`src/rtl/serial_rx_deframer_pkg.sv`:
```
// Shared definitions for the serial link: receiver FSM states and line-level constants.
package serial_rx_deframer_pkg;

  typedef enum logic [2:0] {
    IDLE   = 3'd0,
    DATA   = 3'd1,
    PARITY = 3'd2,
    STOP   = 3'd3,
    BREAK  = 3'd4
  } rx_state_e;

  localparam logic START_BIT  = 1'b0;
  localparam logic STOP_BIT   = 1'b1;
  localparam logic IDLE_LEVEL = 1'b1;

endpackage

```
`src/rtl/serial_rx_hold_reg.sv`:
```
// Valid/ready holding register for deframed words; flags a good word that arrives while full.
module serial_rx_hold_reg #(
  parameter int DATA_W = 8
) (
  input  logic              clk_i,
  input  logic              srst_i,
  input  logic              deliver_i,
  input  logic [DATA_W-1:0] word_i,
  input  logic              ready_i,
  output logic [DATA_W-1:0] data_o,
  output logic              valid_o,
  output logic              overrun_o
);

  logic [DATA_W-1:0] data_q, data_d;
  logic              valid_q, valid_d;
  logic              overrun_q, overrun_d;

  // Next-state: a same-cycle pop makes room for the incoming word.
  always_comb begin
    data_d    = data_q;
    valid_d   = valid_q;
    overrun_d = 1'b0;
    if (deliver_i) begin
      if (!valid_q || ready_i) begin
        data_d  = word_i;
        valid_d = 1'b1;
      end else begin
        overrun_d = 1'b1;
      end
    end else if (valid_q && ready_i) begin
      valid_d = 1'b0;
    end else begin
      valid_d = valid_q;
    end
  end

  // State registers.
  always_ff @(posedge clk_i) begin
    if (srst_i) begin
      data_q    <= '0;
      valid_q   <= 1'b0;
      overrun_q <= 1'b0;
    end else begin
      data_q    <= data_d;
      valid_q   <= valid_d;
      overrun_q <= overrun_d;
    end
  end

  assign data_o    = data_q;
  assign valid_o   = valid_q;
  assign overrun_o = overrun_q;

endmodule

```
`src/rtl/serial_rx_deframer.sv`:
```
// Serial receiver: deframes start/data/parity/stop frames into words behind a holding register.
module serial_rx_deframer
  import serial_rx_deframer_pkg::*;
#(
  parameter int DATA_W     = 8,
  parameter bit PARITY_EN  = 1'b1,
  parameter bit PARITY_ODD = 1'b0
) (
  input  logic              rx_sclk_i,
  input  logic              rx_srst_i,
  input  logic              rx_sdata_i,
  output logic [DATA_W-1:0] rx_pdata_o,
  output logic              rx_pdata_valid_o,
  input  logic              rx_pdata_ready_i,
  output logic              rx_frame_err_o,
  output logic              rx_parity_err_o,
  output logic              rx_overrun_o,
  output logic              rx_busy_o
);

  localparam int CNT_W = $clog2(DATA_W + 1);
  localparam logic [CNT_W-1:0] LAST_BIT = CNT_W'(DATA_W - 1);

  function automatic logic calc_parity(input logic [DATA_W-1:0] d, input logic odd);
    return (^d) ^ odd;
  endfunction

  rx_state_e         state_q, state_d;
  logic [CNT_W-1:0]  cnt_q, cnt_d;
  logic [DATA_W-1:0] shift_q, shift_d;
  logic              sd_q, sd_d;
  logic              par_bad_q, par_bad_d;
  logic              frame_err_q, frame_err_d;
  logic              parity_err_q, parity_err_d;
  logic              deliver;

  // Frame sequencing; the FSM only ever looks at the registered line sample.
  always_comb begin
    state_d      = state_q;
    cnt_d        = cnt_q;
    shift_d      = shift_q;
    sd_d         = rx_sdata_i;
    par_bad_d    = par_bad_q;
    frame_err_d  = 1'b0;
    parity_err_d = 1'b0;
    deliver      = 1'b0;
    case (state_q)
      IDLE: begin
        if (sd_q == START_BIT) begin
          state_d   = DATA;
          cnt_d     = '0;
          par_bad_d = 1'b0;
        end else begin
          state_d = IDLE;
        end
      end
      DATA: begin
        shift_d = {sd_q, shift_q[DATA_W-1:1]};
        cnt_d   = cnt_q + CNT_W'(1);
        if (cnt_q == LAST_BIT) begin
          state_d = PARITY_EN ? PARITY : STOP;
        end else begin
          state_d = DATA;
        end
      end
      PARITY: begin
        par_bad_d = (sd_q != calc_parity(shift_q, PARITY_ODD));
        state_d   = STOP;
      end
      STOP: begin
        if (sd_q == STOP_BIT) begin
          // Parity errors only surface on an otherwise well-framed word.
          if (par_bad_q) begin
            parity_err_d = 1'b1;
          end else begin
            deliver = 1'b1;
          end
          state_d = IDLE;
        end else begin
          frame_err_d = 1'b1;
          state_d     = BREAK;
        end
      end
      BREAK: begin
        if (sd_q == IDLE_LEVEL) begin
          state_d = IDLE;
        end else begin
          state_d = BREAK;
        end
      end
      default: state_d = IDLE;
    endcase
  end

  // State registers.
  always_ff @(posedge rx_sclk_i) begin
    if (rx_srst_i) begin
      state_q      <= IDLE;
      cnt_q        <= '0;
      shift_q      <= '0;
      sd_q         <= IDLE_LEVEL;
      par_bad_q    <= 1'b0;
      frame_err_q  <= 1'b0;
      parity_err_q <= 1'b0;
    end else begin
      state_q      <= state_d;
      cnt_q        <= cnt_d;
      shift_q      <= shift_d;
      sd_q         <= sd_d;
      par_bad_q    <= par_bad_d;
      frame_err_q  <= frame_err_d;
      parity_err_q <= parity_err_d;
    end
  end

  serial_rx_hold_reg #(.DATA_W(DATA_W)) u_hold (
    .clk_i     (rx_sclk_i),
    .srst_i    (rx_srst_i),
    .deliver_i (deliver),
    .word_i    (shift_q),
    .ready_i   (rx_pdata_ready_i),
    .data_o    (rx_pdata_o),
    .valid_o   (rx_pdata_valid_o),
    .overrun_o (rx_overrun_o)
  );

  assign rx_frame_err_o  = frame_err_q;
  assign rx_parity_err_o = parity_err_q;
  assign rx_busy_o       = (state_q != IDLE);

endmodule

```
`config.mk`:
```
export PLATFORM = sky130hd
export DESIGN_NAME = serial_rx_deframer
export DESIGN_NICKNAME = d
export VERILOG_FILES = /design/src/rtl/serial_rx_deframer_pkg.sv /design/src/rtl/serial_rx_hold_reg.sv /design/src/rtl/serial_rx_deframer.sv
export SDC_FILE = /design/constraint.sdc
export NUM_CORES = 1
export LEC_CHECK = 0
export ABC_AREA = 1
export BUFFER_PORTS_ARGS = -buffer_cell sky130_fd_sc_hd__buf_2
export CORE_ASPECT_RATIO = 1.2
export CORE_MARGIN = 5
export CORE_UTILIZATION = 45
export DETAILED_ROUTE_END_ITERATION = 7
export PLACE_DENSITY = 0.73
export SLEW_MARGIN = 20
export SYNTH_ARGS = -nofsm -noshare
export SYNTH_HDL_FRONTEND = slang
export SYNTH_SLANG_ARGS = --single-unit
```
`constraint.sdc`:
```
create_clock -name rx_sclk_i -period 1.55 [get_ports rx_sclk_i]
set_input_delay 0.2325 -clock rx_sclk_i [delete_from_list [all_inputs] [get_ports rx_sclk_i]]
set_output_delay 0.2325 -clock rx_sclk_i [all_outputs]
set_load 0.02 [all_outputs]
```
# After elaboration in Yosys (flattened, before gate mapping)
# Cells that the tools add are included.
[totals]
in_bits = 4
register_bits = 29
elab_cells = 56
[classes]
add_sub_neg = 1
n_eq_ne = 8
mux = 17
n_bitwise = 3
reduce_logical = 17
[ops]
columns = ["op", "count"]
rows = [
  ["$pmux W3 S4", 1],
  ["$mux W1", 11],
  ["$pmux W4 S2", 1],
  ["$reduce_and A2 Y1", 4],
  ["$reduce_xor A8 Y1", 1],
  ["$eq A3 B2 Y1 const B", 2],
  ["$reduce_bool A2 Y1", 3],
  ["$reduce_or A2 Y1", 3],
  ["$add A4 B1 Y4 const B", 1],
  ["$eq A4 B3 Y1 const B", 1],
  ["$mux W4", 1],
  ["$eq A3 B1 Y1 const B", 1],
  ["$eq A3 B3 Y1 const B", 1],
  ["$logic_not A3 Y1", 1],
  ["$mux W3", 1],
  ["$not A1 Y1", 3],
  ["$reduce_bool A3 Y1", 1],
  ["$reduce_or A3 Y1", 1],
  ["$mux W2", 1],
  ["$ne A2 B1 Y1 const B", 1],
  ["$ne A2 B2 Y1 const B", 1],
  ["$pmux W1 S2", 1],
  ["$logic_and A1 B1 Y1", 1],
  ["$logic_not A1 Y1", 1],
  ["other kinds (2)", 2],
]

# Longest topological paths before layout
[depth]
depth_word = 5
depth_mapped = 11

# Hierarchy
# Synthesis repeated with hierarchy kept, for this count alone.
[unflattened]
cells_unflattened = 207
hier_area_um2 = 1456.4
[modules_own_cells]
columns = ["module", "seq_area_each_um2", "area_each_um2", "cells_per_inst", "instances"]
rows = [
  ["serial_rx_deframer", 380.4, 1001.0, 148, 1],
  ["serial_rx_hold_reg", 200.2, 455.4, 59, 1],
]

# Worst setup path after synthesis
# No wires, ideal clock.
[synth_timing]
path_type = "register to register"
startpoint = "reg u_hold.valid_q (netlist: u_hold.valid_o)"
endpoint = "reg u_hold.data_q[6] (netlist: u_hold.data_o[6])"
required_ns = 1.435
path_stages_with_launch = 7
path_slack_ns = 0.298
arrival_time_ns = 1.136
path_cell_list = "dfxtp_1 inv_1 nor2_1 nor2_8 buf_6 o21ai_2 a21oi_2"
[synth_between]
elab_chain_len = 3
[synth_lines]
columns = ["element", "line", "source"]
rows = [
  ["start, declared", "serial_rx_hold_reg.sv:16", "logic valid_q, valid_d;"],
  ["start signal, assigned", "serial_rx_hold_reg.sv:46", "valid_q <= valid_d;"],
  ["$logic_not A1 Y1", "serial_rx_hold_reg.sv:25", "if (!valid_q || ready_i) begin"],
  ["$logic_or A1 B1 Y1", "serial_rx_hold_reg.sv:25", ""],
  ["$reduce_and A2 Y1 (no source line)", "-", ""],
  ["end signal, assigned", "serial_rx_hold_reg.sv:45", "data_q <= data_d;"],
  ["end, declared", "serial_rx_hold_reg.sv:15", "logic [DATA_W-1:0] data_q, data_d;"],
]
# Every way passes these cells.
# A chain may end at the register's enable or synchronous reset.

# Worst setup path in the final report
[layout_timing]
startpoint = "reg state_q[2]"
endpoint = "out rx_busy_o"
[layout_between]
elab_chain_len = 1
[layout_lines]
columns = ["element", "line", "source"]
rows = [
  ["start, declared", "serial_rx_deframer.sv:28", "rx_state_e state_q, state_d;"],
  ["start signal, assigned", "serial_rx_deframer.sv:106", "state_q <= state_d;"],
  ["$reduce_bool A3 Y1", "serial_rx_deframer.sv:129", "assign rx_busy_o = (state_q != IDLE);"],
  ["end, declared", "serial_rx_deframer.sv:18", "output logic rx_busy_o"],
]
# Every way passes these cells.

==> flow_summary_export.csv <==
group,metric,value,unit
final_layout,synthToLayoutAreaGrowth,12.62,%
critical_path,cp.arrival,1130,ps
critical_path,critical_path.top_delay_family,"flip-flops",
clock_tree,postCtsSetupBuffers,0,
clock_tree,postCtsHoldBufs,0,
detailed_routing,wl_per_cell,11.30,um
critical_path,critPathCaptureType,"primary output",
clock_tree,clk-insertion-delay-late,310,ps
clock_tree,clockRootBuffer,"clkbuf_4",
placement,dp_hpwl,1.726,mm
timing,hold_violations,0,
detailed_routing,wl_met2,1.110,mm
placement,portBuffers,16,
clock_tree,clk_pin_slew,80,ps
final_layout,layout-drive-gt1-share,18.18,%
global_routing,gr-total-overflow,0,
final_layout,nNetsFinal,180,
timing,rsz0062_at_grt,"false",
critical_path,cp_cell_sequence,"nor2_1 > nand2_1 > buf_2",
final_layout,multi_input_area,514.2,um^2
detailed_routing,drtPass1Iterations,4,
timing,setup_viol,0,
logic_synthesis,ys_seq_area_share,47.98,%
timing,fin_worst_skew,7.178,ps
global_routing,grt_usage,13.63,%
detailed_routing,via_per_inst,4.823,
global_routing,grt_max_degree,19,
clock_tree,clk_path_buf_depth,2,
power,vdd_drop_max,0.5033,mV
clock_tree,htree_levels,2,
timing,slew_violations,0,
logic_synthesis,synthCells,156,
placement,place_ws,228.0,ps
critical_path,worst_path_largest_cell_delay,380,ps
logic_synthesis,synth.distinct_cells,27,
clock_tree,numClockSinks,29,
die,initial_core_util,47.40,%
critical_path,crit_path_start_kind,"register",
logic_synthesis,synth_area_leaders,"dfxtp_1 (48%), a21oi_1 (8.7%), nand2_1 (8.7%), o21ai_0 (7.9%), inv_1 (6.8%)",
die,die_h,66.80,um
power,power_density,986.3,nW/um^2
timing,holdWs,101.5,ps
global_routing,antenna_found_initial,0,
clock_tree,cts_tree,"done",
logic_synthesis,avgSynthCellArea,7.756,um^2
detailed_routing,drtIter0Drc,35,
worst_hold_path,min_path_type,"primary input to register",
detailed_routing,wl_met1,1.083,mm
power,p_leak,0.5958,nW
critical_path,crit_fanout,7,
detailed_routing,drt_wl_total,2.362,mm
die,num_rows,20,
timing,finalCriticalPeriod,1363,ps
die,die-area,3830,um^2
critical_path,crit_type,"register to primary output",
logic_synthesis,synth_seq_cells,29,
logic_synthesis,syn_area,1210,um^2
timing,worstMarginPinSlew,404.5,ps
detailed_routing,drc_errors,0,
logic_synthesis,synth_top_area_share,47.98,%
detailed_routing,top_layer,"met4",
global_routing,grt_pass1_wl,3.967,mm
clock_tree,cts_made_buffers,5,
timing,setup_slack,186.6,ps
detailed_routing,drtAntennaViolNets,0,
critical_path,slowest_stage,"dfxtp_1",
timing,fin_setup_tns,0,ps
timing,finalCritPeriodShare,87.96,%
logic_synthesis,yosysWarnings,0,
detailed_routing,vias,1008,
critical_path,crit_buf_inv,1,
die,die_w,57.34,um
final_layout,nFillCells,257,
die,core,2552,um^2
logic_synthesis,synth_top_cell_by_area,"dfxtp_1",
die,io_pins,17,
final_layout,register_area,580.6,um^2
global_routing,first_global_vias,969,
timing,max-slew-margin-rel,72.94,%
critical_path,crit_required,1320,ps
placement,gp_congestion,0.7518,
clock_tree,cts-resized-gates,0,
logic_synthesis,syn_nets,161,
final_layout,n_antenna_cell,0,
outcome,outcome,"finished, final reports clean",
detailed_routing,wl_met3,129,um
flow_run,cap_violations,0,
timing,max_freq,733.5,MHz
Yosys cell counts (all sizes together):
cell    number
dfxtp       29
nand2       29
a21oi       23
inv         22
o21ai       21
nand3        8
nor2         6
nor3         4
buf          3
clkbuf       3
a211oi       1
a21boi       1
a31oi        1
ha           1
nand4        1
nor4         1
or2          1
xor2         1
flip-flops by register name, indices dropped and copies added (netlist names):
register / cells
cnt_q: 4
par_bad_q: 1
rx_frame_err_o: 1
rx_parity_err_o: 1
sd_q: 1
shift_q: 8
state_q: 3
u_hold.data_o: 8
u_hold.overrun_o: 1
u_hold.valid_o: 1
cell type report:
cell class	count	share of cell area, %
timing repair buffer	18	6.979
sequential	29	42.61
inverter	22	6.061
multi-input combinational	99	37.74
tap	33	3.030
clock buffer	8	3.581
path summary, 6_finish.rpt:
check / startpoint / end / slack, ps / depth (start not counted)
max: state_q[2]$_SDFF_PP0_ / rx_busy_o / 190 / 3
min reg2reg: cnt_q[3]$_SDFFE_PP0P_ / cnt_q[3]$_SDFFE_PP0P_ / 480 / 2
min: rx_sdata_i / sd_q$_SDFF_PP1_ / 100 / 2
max reg2reg: state_q[1]$_SDFF_PP0_ / u_hold.data_o[4]$_SDFFE_PP0P_ / 200 / 6
where the power goes:
group          internal (W)  switching [W]  leakage, nW
Clock              0.000180       0.000234       0.0265
Combinational     0.0000487      0.0000927        0.334
Sequential         0.000768      0.0000197        0.235
Total              0.000997       0.000347        0.596
cells in the final DEF (no fill, tap or decap):
cell type / netlist / routed
or2_2: 1 / 1
nor3_1: 3 / 3
inv_1: 22 / 22
o21ai_1: 0 / 1
dfxtp_1: 29 / 29
a31oi_1: 1 / 1
nand2_1: 28 / 28
buf_4: 0 / 2
nor2_1: 4 / 4
nand2_2: 1 / 1
nor2_2: 1 / 1
ha_1: 1 / 1
nand4_1: 1 / 1
nor2_8: 1 / 1
buf_2: 1 / 16
clkbuf_4: 0 / 5
nor3_2: 1 / 1
a211oi_1: 1 / 1
xor2_1: 1 / 1
clkbuf_1: 2 / 3
a21oi_1: 21 / 21
a21oi_2: 2 / 2
nand3_1: 8 / 8
a21boi_0: 1 / 1
nor4_1: 1 / 1
o21ai_0: 19 / 18
o21ai_2: 2 / 2
worst reg2reg max path: stages (launching register included):
cell and delay, ps:
dfxtp_1 390, nand2_1 120, nor2_2 150, nand2_2 120
nor2_8 220, o21ai_0 120, a21oi_1 150
cell families (layout without fill, tap and decap cells):
group / Yosys count / in the layout / synth area share (%)
compound gates: 47 / 47 / 21.20
xor+xnor: 1 / 1 / 0.7240
fa+ha+maj: 1 / 1 / 1.034
buf+inv: 28 / 48 / 9.513
flops: 29 / 29 / 47.98
simple gates: 50 / 50 / 19.55
stage by stage:
stage | std cells | util [%] | power (W) | cell area [um^2]
floorplan | 156 | - | 0.0009114 | 1210
global placement | 201 | 51.47 | 0.0009400 | 1314
finish | 209 | 53.38 | 0.001344 | 1363
global route | 209 | 53.38 | 0.001424 | 1363
detailed placement | 201 | 51.47 | 0.0009442 | 1314
CTS | 209 | 53.38 | 0.001358 | 1363
layer usage:
| layer | up-vias | GRT usage [%] |
|---|---|---|
| li1 | 552 | - |
| met1 | 426 | 14.96 |
| met2 | 25 | 23.00 |
| met3 | 5 | 5.426 |
| met4 | 0 | 6.087 |
| met5 | - | 0 |
No activity file was read; power rests on OpenSTA's default activity.
